$ cat src/rtl/lift53_pkg.sv
// Shared definitions for the 5/3 lifting engine: flag bit positions, lane
// operating modes and the saturation helper.
package lift53_pkg;

  localparam int FLG_EN   = 0;
  localparam int FLG_STEP = 1;
  localparam int FLG_INV  = 2;

  typedef enum logic [2:0] {
    PASS,
    PRED_F,
    PRED_I,
    UPD_F,
    UPD_I
  } mode_e;

  function automatic mode_e decode_mode(input logic en, input logic step, input logic inv);
    if (!en)   return PASS;
    if (!step) return inv ? PRED_I : PRED_F;
    return inv ? UPD_I : UPD_F;
  endfunction

  // Clamps v into the signed range of a w-bit sample.
  function automatic logic signed [31:0] sat_clamp(input logic signed [31:0] v, input int w);
    logic signed [31:0] hi;
    logic signed [31:0] lo;
    hi = (32'sd1 <<< (w - 1)) - 32'sd1;
    lo = -(32'sd1 <<< (w - 1));
    if (v > hi)      return hi;
    else if (v < lo) return lo;
    return v;
  endfunction

endpackage

$ cat src/rtl/lift53_par_engine_if.sv
// Stream interface between the line buffers, the lifting engine and the
// result RAM writer. Lane i occupies [i*W +: W] (samples) and [i*FW +: FW] (flags).
interface lift53_par_engine_if #(
  parameter int NCH = 16,
  parameter int W   = 9,
  parameter int FW  = 5
);
  logic               in_valid;
  logic               in_ready;
  logic [NCH*W-1:0]   in_left;
  logic [NCH*W-1:0]   in_sam;
  logic [NCH*W-1:0]   in_right;
  logic [NCH*FW-1:0]  in_flgs;
  logic               out_valid;
  logic               out_ready;
  logic [NCH*W-1:0]   out_res;
  logic [NCH-1:0]     out_ovf;
  logic               out_last;
  logic               out_frame;

  modport master (
    output in_valid, in_left, in_sam, in_right, in_flgs, out_ready,
    input  in_ready, out_valid, out_res, out_ovf, out_last, out_frame
  );

  modport slave (
    input  in_valid, in_left, in_sam, in_right, in_flgs, out_ready,
    output in_ready, out_valid, out_res, out_ovf, out_last, out_frame
  );
endinterface

$ cat src/rtl/lift53_lane.sv
// One lane of the lifting datapath: S1 holds the neighbour sum and mode,
// S2 holds the saturated result. Both stages advance only on i_adv.
module lift53_lane
  import lift53_pkg::*;
#(
  parameter int W  = 9,
  parameter int FW = 5
) (
  input  logic                clk,
  input  logic                rst_n,
  input  logic                i_adv,
  input  logic signed [W-1:0] i_left,
  input  logic signed [W-1:0] i_sam,
  input  logic signed [W-1:0] i_right,
  input  logic [FW-1:0]       i_flg,
  output logic signed [W-1:0] o_res,
  output logic                o_ovf
);

  localparam logic signed [W+1:0] TWO = 2;

  logic signed [W:0]   r_sum;
  logic signed [W-1:0] r_sam;
  mode_e               r_mode;
  logic signed [W-1:0] r_res;
  logic                r_ovf;

  logic signed [W+1:0] w_sam_x;
  logic signed [W+1:0] w_sum_x;
  logic signed [W+1:0] w_half;
  logic signed [W+1:0] w_quart;
  logic signed [W+1:0] w_raw;
  logic signed [31:0]  w_clamp;

  // Upper flag bits are reserved and deliberately ignored.
  if (FW > 3) begin : g_rsv
    logic w_unused_rsv;
    assign w_unused_rsv = ^i_flg[FW-1:3];
  end

  // NOTE: sequential state uses non-blocking assignments so every register
  // samples pre-edge values regardless of block evaluation order.
  always_ff @(posedge clk or negedge rst_n) begin
    if (!rst_n) begin
      r_sum  <= '0;
      r_sam  <= '0;
      r_mode <= PASS;
      r_res  <= '0;
      r_ovf  <= 1'b0;
    end else if (i_adv) begin
      r_sum  <= {i_left[W-1], i_left} + {i_right[W-1], i_right};
      r_sam  <= i_sam;
      r_mode <= decode_mode(i_flg[FLG_EN], i_flg[FLG_STEP], i_flg[FLG_INV]);
      r_res  <= W'(w_clamp);
      r_ovf  <= (w_clamp != 32'(w_raw));
    end
  end

  // NOTE: every always_comb output gets a default before the case so no
  // latch is inferred for unlisted modes.
  always_comb begin
    w_sam_x = {{2{r_sam[W-1]}}, r_sam};
    w_sum_x = {r_sum[W], r_sum};
    w_half  = w_sum_x >>> 1;
    w_quart = (w_sum_x + TWO) >>> 2;
    w_raw   = w_sam_x;
    case (r_mode)
      PRED_F:  w_raw = w_sam_x - w_half;
      PRED_I:  w_raw = w_sam_x + w_half;
      UPD_F:   w_raw = w_sam_x + w_quart;
      UPD_I:   w_raw = w_sam_x - w_quart;
      default: w_raw = w_sam_x;
    endcase
    w_clamp = sat_clamp(32'(w_raw), W);
  end

  assign o_res = r_res;
  assign o_ovf = r_ovf;

endmodule

$ cat src/rtl/lift53_par_engine.sv
// NCH-lane 5/3 lifting engine with valid/ready handshake, 2-stage pipeline,
// and row/frame position tracking of accepted beats.
module lift53_par_engine
  import lift53_pkg::*;
#(
  parameter int NCH       = 16,
  parameter int W         = 9,
  parameter int FW        = 5,
  parameter int ROW_BEATS = 64,
  parameter int ROWS      = 64
) (
  input  logic                         clk,
  input  logic                         rst_n,
  input  logic                         clr,
  lift53_par_engine_if.slave           bus,
  output logic [$clog2(ROW_BEATS)-1:0] beat_cnt,
  output logic [$clog2(ROWS)-1:0]      row_cnt,
  output logic                         busy
);

  localparam int BW = $clog2(ROW_BEATS);
  localparam int RW = $clog2(ROWS);

  logic          r_s1_valid;
  logic          r_s1_last;
  logic          r_s1_frame;
  logic          r_out_valid;
  logic          r_out_last;
  logic          r_out_frame;
  logic [BW-1:0] r_beat_cnt;
  logic [RW-1:0] r_row_cnt;

  logic               w_adv;
  logic               w_accept;
  logic               w_row_end;
  logic               w_frame_end;
  logic [NCH*W-1:0]   w_res;
  logic [NCH-1:0]     w_ovf;

  assign w_adv       = !r_out_valid || bus.out_ready;
  // Gating with rst_n keeps the engine from advertising space during reset.
  assign bus.in_ready = rst_n && w_adv && !clr;
  assign w_accept    = bus.in_valid && bus.in_ready;
  assign w_row_end   = (r_beat_cnt == BW'(ROW_BEATS - 1));
  assign w_frame_end = w_row_end && (r_row_cnt == RW'(ROWS - 1));

  always_ff @(posedge clk or negedge rst_n) begin
    if (!rst_n) begin
      r_s1_valid  <= 1'b0;
      r_s1_last   <= 1'b0;
      r_s1_frame  <= 1'b0;
      r_out_valid <= 1'b0;
      r_out_last  <= 1'b0;
      r_out_frame <= 1'b0;
      r_beat_cnt  <= '0;
      r_row_cnt   <= '0;
    end else if (clr) begin
      r_s1_valid  <= 1'b0;
      r_s1_last   <= 1'b0;
      r_s1_frame  <= 1'b0;
      r_out_valid <= 1'b0;
      r_out_last  <= 1'b0;
      r_out_frame <= 1'b0;
      r_beat_cnt  <= '0;
      r_row_cnt   <= '0;
    end else begin
      if (w_adv) begin
        r_s1_valid  <= w_accept;
        r_s1_last   <= w_accept && w_row_end;
        r_s1_frame  <= w_accept && w_frame_end;
        r_out_valid <= r_s1_valid;
        r_out_last  <= r_s1_last;
        r_out_frame <= r_s1_frame;
      end
      if (w_accept) begin
        r_beat_cnt <= w_row_end ? '0 : r_beat_cnt + BW'(1);
        if (w_row_end)
          r_row_cnt <= (r_row_cnt == RW'(ROWS - 1)) ? '0 : r_row_cnt + RW'(1);
      end
    end
  end

  for (genvar g = 0; g < NCH; g++) begin : g_lane
    lift53_lane #(
      .W  (W),
      .FW (FW)
    ) u_lane (
      .clk     (clk),
      .rst_n   (rst_n),
      .i_adv   (w_adv),
      .i_left  (bus.in_left[g*W +: W]),
      .i_sam   (bus.in_sam[g*W +: W]),
      .i_right (bus.in_right[g*W +: W]),
      .i_flg   (bus.in_flgs[g*FW +: FW]),
      .o_res   (w_res[g*W +: W]),
      .o_ovf   (w_ovf[g])
    );
  end

  assign bus.out_valid = r_out_valid;
  assign bus.out_res   = w_res;
  assign bus.out_ovf   = w_ovf;
  assign bus.out_last  = r_out_last;
  assign bus.out_frame = r_out_frame;
  assign beat_cnt      = r_beat_cnt;
  assign row_cnt       = r_row_cnt;
  assign busy          = r_s1_valid || r_out_valid;

endmodule

$ cat src/flat_wrapper.sv
// flat-port wrapper written by rule: the top's interface ports become plain ports
module lift53_par_engine_flat import lift53_pkg::*;
#(
  parameter int NCH       = 16,
  parameter int W         = 9,
  parameter int FW        = 5,
  parameter int ROW_BEATS = 64,
  parameter int ROWS      = 64
)
  (clk, rst_n, clr, beat_cnt, row_cnt, busy, bus_in_valid, bus_in_left, bus_in_sam, bus_in_right, bus_in_flgs, bus_out_ready, bus_in_ready, bus_out_valid, bus_out_res, bus_out_ovf, bus_out_last, bus_out_frame);
  lift53_par_engine_if #(.NCH(NCH), .W(W), .FW(FW)) bus_i ();
  input  logic clk;
  input  logic rst_n;
  input  logic clr;
  output logic [$clog2(ROW_BEATS)-1:0] beat_cnt;
  output logic [$clog2(ROWS)-1:0] row_cnt;
  output logic busy;
  input wire logic [$bits(bus_i.in_valid)-1:0] bus_in_valid;
  input wire logic [$bits(bus_i.in_left)-1:0] bus_in_left;
  input wire logic [$bits(bus_i.in_sam)-1:0] bus_in_sam;
  input wire logic [$bits(bus_i.in_right)-1:0] bus_in_right;
  input wire logic [$bits(bus_i.in_flgs)-1:0] bus_in_flgs;
  input wire logic [$bits(bus_i.out_ready)-1:0] bus_out_ready;
  output wire logic [$bits(bus_i.in_ready)-1:0] bus_in_ready;
  output wire logic [$bits(bus_i.out_valid)-1:0] bus_out_valid;
  output wire logic [$bits(bus_i.out_res)-1:0] bus_out_res;
  output wire logic [$bits(bus_i.out_ovf)-1:0] bus_out_ovf;
  output wire logic [$bits(bus_i.out_last)-1:0] bus_out_last;
  output wire logic [$bits(bus_i.out_frame)-1:0] bus_out_frame;
  assign bus_i.in_valid = bus_in_valid;
  assign bus_i.in_left = bus_in_left;
  assign bus_i.in_sam = bus_in_sam;
  assign bus_i.in_right = bus_in_right;
  assign bus_i.in_flgs = bus_in_flgs;
  assign bus_i.out_ready = bus_out_ready;
  assign bus_in_ready = bus_i.in_ready;
  assign bus_out_valid = bus_i.out_valid;
  assign bus_out_res = bus_i.out_res;
  assign bus_out_ovf = bus_i.out_ovf;
  assign bus_out_last = bus_i.out_last;
  assign bus_out_frame = bus_i.out_frame;
  lift53_par_engine #(.NCH(NCH), .W(W), .FW(FW), .ROW_BEATS(ROW_BEATS), .ROWS(ROWS)) u_core (.clk(clk), .rst_n(rst_n), .clr(clr), .bus(bus_i), .beat_cnt(beat_cnt), .row_cnt(row_cnt), .busy(busy));
endmodule
$ cat config.mk
export PLATFORM = sky130hd
export DESIGN_NAME = lift53_par_engine_flat
export DESIGN_NICKNAME = d
export VERILOG_FILES = /design/src/rtl/lift53_pkg.sv /design/src/rtl/lift53_par_engine_if.sv /design/src/rtl/lift53_lane.sv /design/src/rtl/lift53_par_engine.sv /design/src/flat_wrapper.sv
export SDC_FILE = /design/constraint.sdc
export NUM_CORES = 2
export LEC_CHECK = 0
export BUFFER_PORTS_ARGS = -buffer_cell sky130_fd_sc_hd__buf_4
export CORE_ASPECT_RATIO = 0.7
export CORE_MARGIN = 1
export CORE_UTILIZATION = 55
export DETAILED_ROUTE_END_ITERATION = 10
export GPL_TIMING_DRIVEN = 0
export PLACE_DENSITY = 0.77
export RECOVER_POWER = 50
export SETUP_SLACK_MARGIN = 0.05
export SLEW_MARGIN = 15
export SYNTH_ARGS = -nofsm -noshare
export SYNTH_HDL_FRONTEND = slang
export SYNTH_SLANG_ARGS = --single-unit
$ cat constraint.sdc
create_clock -name clk -period 5.5 [get_ports clk]
set_input_delay 0 -clock clk [delete_from_list [all_inputs] [get_ports clk]]
set_output_delay 0 -clock clk [all_outputs]
set_load 0.005 [all_outputs]
==> impl_metrics.json <==
{
  "worstPathMaxFanout": 9,
  "gp_congestion": 0.990,
  "maxSlewHeadroom_pct": -161,
  "synth_cell_types": 99,
  "postCtsSetupBuffers": 0,
  "antenna_found_initial": 14,
  "worst_pin_slew_ns": 3.92,
  "io_buffer_count": 660,
  "final_nets": 8318,
  "synth_edf_count": 0,
  "htree_levels": 2,
  "violations": "max-capacitance violations, max-slew violations",
  "syn_to_final_growth_pct": 32.6,
  "hold_depth": 6,
  "cts_root_buf": "clkbuf_16",
  "dp_hpwl_um": 137000,
  "critPathMaxStageDelay_ns": 0.54,
  "syn_area_per_cell_sq_um": 7.66,
  "worst_setup_path_start_kind": "register",
  "grt_max_degree": 102,
  "peakVddDrop_mv": 0.279,
  "io_pins": 694,
  "outcome": "complete, but fails checks",
  "cts_buffer_depth": 3,
  "critical_path.endpoint_type": "register",
  "slowest_stage": "dfrtp_1",
  "fill_cells": 6162,
  "dominantRegCellSynth": "dfrtp_1",
  "clock-sinks": 514,
  "synth_seq_area_share_pct": 27.7,
  "synth_nets": 6943,
  "wl_per_cell_um": 23.5,
  "clk_pin_slew_ns": 0.06,
  "start_util_pct": 56.0,
  "setup_viol": 0,
  "ant_nets": 0,
  "drt_iter0_drc": 6254,
  "rsz0062_at_grt": "yes",
  "synth_seq_cells": 514,
  "dieArea_sq_um": 85600,
  "period_needed_ns": 5.22,
  "critPathTopFamily": "compound AO/OA/AOI/OAI gates",
  "rr_worst_depth": 18,
  "hold_end": "u_core.g_lane[13].u_lane.r_sum[2]",
  "grt_pass1_wl_um": 304000,
  "syn_inst": 6056,
  "routed_via_density": 6.36,
  "drt_drc_violations_left": 0,
  "first_pass_iters": 9,
  "yosys_warnings": 0,
  "worstReg2RegEnd": "u_core.g_lane[7].u_lane.o_res[2]",
  "multiInputGateArea_sq_um": 30900,
  "coreArea_sq_um": 82900,
  "clk_latency_ns": 0.68,
  "worstPathArrival_ns": 5.78,
  "p_leak_nw": 27.3,
  "overflow": 0,
  "async_flop_share_pct": 100,
  "regArea_sq_um": 12900,
  "cts_buffers": 57,
  "hold_viol": 0,
  "drt_wl_total_um": 203000,
  "grt_util_all_layers_pct": 45.8,
  "r2r_setup_slack_ns": 0.28,
  "min_path_type": "in -> reg",
  "final_util_pct": 74.2,
  "die_y_um": 245,
  "path_cells": "inv_1, ha_1, or3_1, o31ai_2, xnor2_1, nand2_1, o21ai_0, a211oi_1, a21oi_1, ha_1, a21oi_1, nor2b_1, a311o_1, o31ai_1, o21ai_0, xnor3_1, nand3_1, a311oi_1",
  "hold_start": "bus_in_left[117]",
  "crit_type": "reg -> reg",
  "slew_viol_final": 265,
  "grt_pass1_vias": 52500,
  "max_freq_mhz": 191,
  "finalSetupTns_ns": 0,
  "vias": 54800,
  "die_w_um": 349,
  "drive_gt1_share_pct": 11.5,
  "crit_required_ns": 6.05,
  "cts_tree": "done",
  "total_power_mw": 20.0,
  "skew_ns": 0.0265,
  "fin_crit_sh_pct": 95.0,
  "rows": 88,
  "crit_buf_inv": 1,
  "drv_cap": 3,
  "syn_area_sq_um": 46400,
  "r2r-start": "u_core.g_lane[7].u_lane.r_sum[1]",
  "power.density_nw_per_um2": 325
}
metal layers:
layer / track usage (%) / up-vias / routed length [um]
li1: - / 24300 / -
met1: 58.1 / 25900 / 76900
met5: 0 / - / 41
met2: 67.5 / 3693 / 85000
met3: 13.3 / 981 / 24800
met4: 30.6 / 8 / 15900
placed cells by master (no fill, tap or decap), types with 54 or more instances in the layout:
| cell | count |
|---|---|
| a21oi_1 | 470 |
| dfrtp_1 | 514 |
| or3_1 | 54 |
| nand2_1 | 896 |
| ha_1 | 338 |
| buf_4 | 500 |
| nor3_1 | 112 |
| dlygate4sd3_1 | 646 |
| clkbuf_16 | 59 |
| xor2_1 | 133 |
| nor2b_1 | 78 |
| o21ai_0 | 440 |
| nor2_1 | 605 |
| inv_1 | 288 |
| a211oi_1 | 63 |
| xnor2_1 | 270 |
| o31ai_1 | 81 |
| o211ai_1 | 92 |
| clkbuf_1 | 397 |
| nand3_1 | 183 |
| a31oi_1 | 82 |
| nand4_1 | 59 |
| nand2b_1 | 55 |
| clkbuf_4 | 92 |
| a311oi_1 | 77 |
cells by family (layout without fill, tap and decap cells):
logic type	count (synthesis)	after routing	share of synthesized area, %
xor+xnor	419	419	8.36
simple gates	2288	2288	22.5
flops	514	514	27.7
buf+inv	694	2118	6.05
mux	43	43	0.946
fa+ha+maj	376	376	10.6
other cells	0	11	0
compound gates	1722	1722	23.8
stage by stage:
stage / setup WS [ns] / instance area (sq um) / cells / hold slack [ns]
after floorplan: 0.854 / 46400 / 6056 / -0.296
after global placement: -1.29 / 52800 / 7841 / 0.198
after detailed placement: 0.0564 / 53100 / 7850 / -0.0179
after CTS: 0.0730 / 61800 / 8605 / 0.000758
after global routing: 0.0433 / 61500 / 8610 / 0.0435
final: 0.276 / 61500 / 8616 / 0.0235
cell usage after synthesis, types with 36 or more instances:
cell type	instances	area share, %
nand3_1	184	2.0
o211ai_1	92	1.5
a21o_1	45	0.73
a211oi_1	63	1.0
inv_1	288	2.3
a311oi_1	78	1.5
nor2_1	605	4.9
a31oi_1	82	1.1
and3_1	45	0.61
ha_1	338	9.1
xnor2_1	270	5.1
nor3_1	112	1.2
nand3b_1	38	0.61
a21boi_0	38	0.61
o21a_1	43	0.70
xor2_1	134	2.5
nand2_1	896	7.2
o31ai_1	82	1.3
clkbuf_1	322	2.6
nand2b_1	55	0.74
nand4_1	59	0.80
dfrtp_1	514	28
nor2b_1	78	1.1
mux2i_1	36	0.78
o21ai_0	441	4.8
a21oi_1	470	5.1
buf_1	37	0.30
or3_1	54	0.73
timing repair:
item	CTS	global route
resized for setup	2	14
endpoints found under the setup margin	3	45
cloned	0	0
hold buffers	647	0
endpoints found under the hold margin	601	0
where the power goes:
| group | internal, mW | switching (mW) | total (mW) |
|---|---|---|---|
| sequential | 4.62 | 0.715 | 5.34 |
| combinational | 4.29 | 5.70 | 9.98 |
| clock | 2.82 | 1.85 | 4.67 |
| total | 11.7 | 8.26 | 20.0 |
flip-flops by register name, indices dropped and copies added (netlist names):
register / cells
u_core.g_lane.u_lane.o_res: 144
u_core.g_lane.u_lane.r_sam: 144
u_core.g_lane.u_lane.r_sum: 144
u_core.g_lane.u_lane.r_mode: 48
u_core.g_lane.u_lane.o_ovf: 16
u_core.beat_cnt: 6
u_core.row_cnt: 6
u_core.bus.out_frame: 1
u_core.bus.out_last: 1
u_core.bus.out_valid: 1
u_core.r_s1_frame: 1
u_core.r_s1_last: 1
u_core.r_s1_valid: 1
worst max path at each step:
stage / from / endpoint / slack [ns] / depth (start not counted)
after floorplan: u_core.g_lane[3].u_lane.r_sum[1] / u_core.g_lane[3].u_lane.o_res[4] / 0.85 / 16
after global placement: rst_n / u_core.g_lane[3].u_lane.r_sum[8] / -1.29 / 1
after detailed placement: u_core.g_lane[12].u_lane.r_sum[1] / u_core.g_lane[12].u_lane.o_ovf / 0.06 / 19
after CTS: u_core.g_lane[14].u_lane.r_sum[2] / u_core.g_lane[14].u_lane.o_res[2] / 0.07 / 19
after global routing: u_core.g_lane[1].u_lane.r_sum[1] / u_core.g_lane[1].u_lane.o_res[7] / 0.04 / 18
final: u_core.g_lane[7].u_lane.r_sum[1] / u_core.g_lane[7].u_lane.o_res[2] / 0.28 / 18
cell type report:
type                            count  share of cell area, %
Clock buffer                       76                   2.63
Timing Repair Buffer             1316                   18.4
Sequential cell                   514                   20.9
Antenna cell                       11                 0.0447
Inverter                          292                   1.78
Multi-Input combinational cell   4848                   50.2
Clock inverter                     32                  0.948
Buffer                            402                   2.80
Tap cell                         1125                   2.29
worst min-delay path, cell delays in order:
cell,delay (ns)
buf_4,0.11
nand2_1,0.07
fa_1,0.21
xnor2_1,0.08
nor2_1,0.11
a21oi_1,0.06
Note: power is estimated with default switching activity, not from simulation.
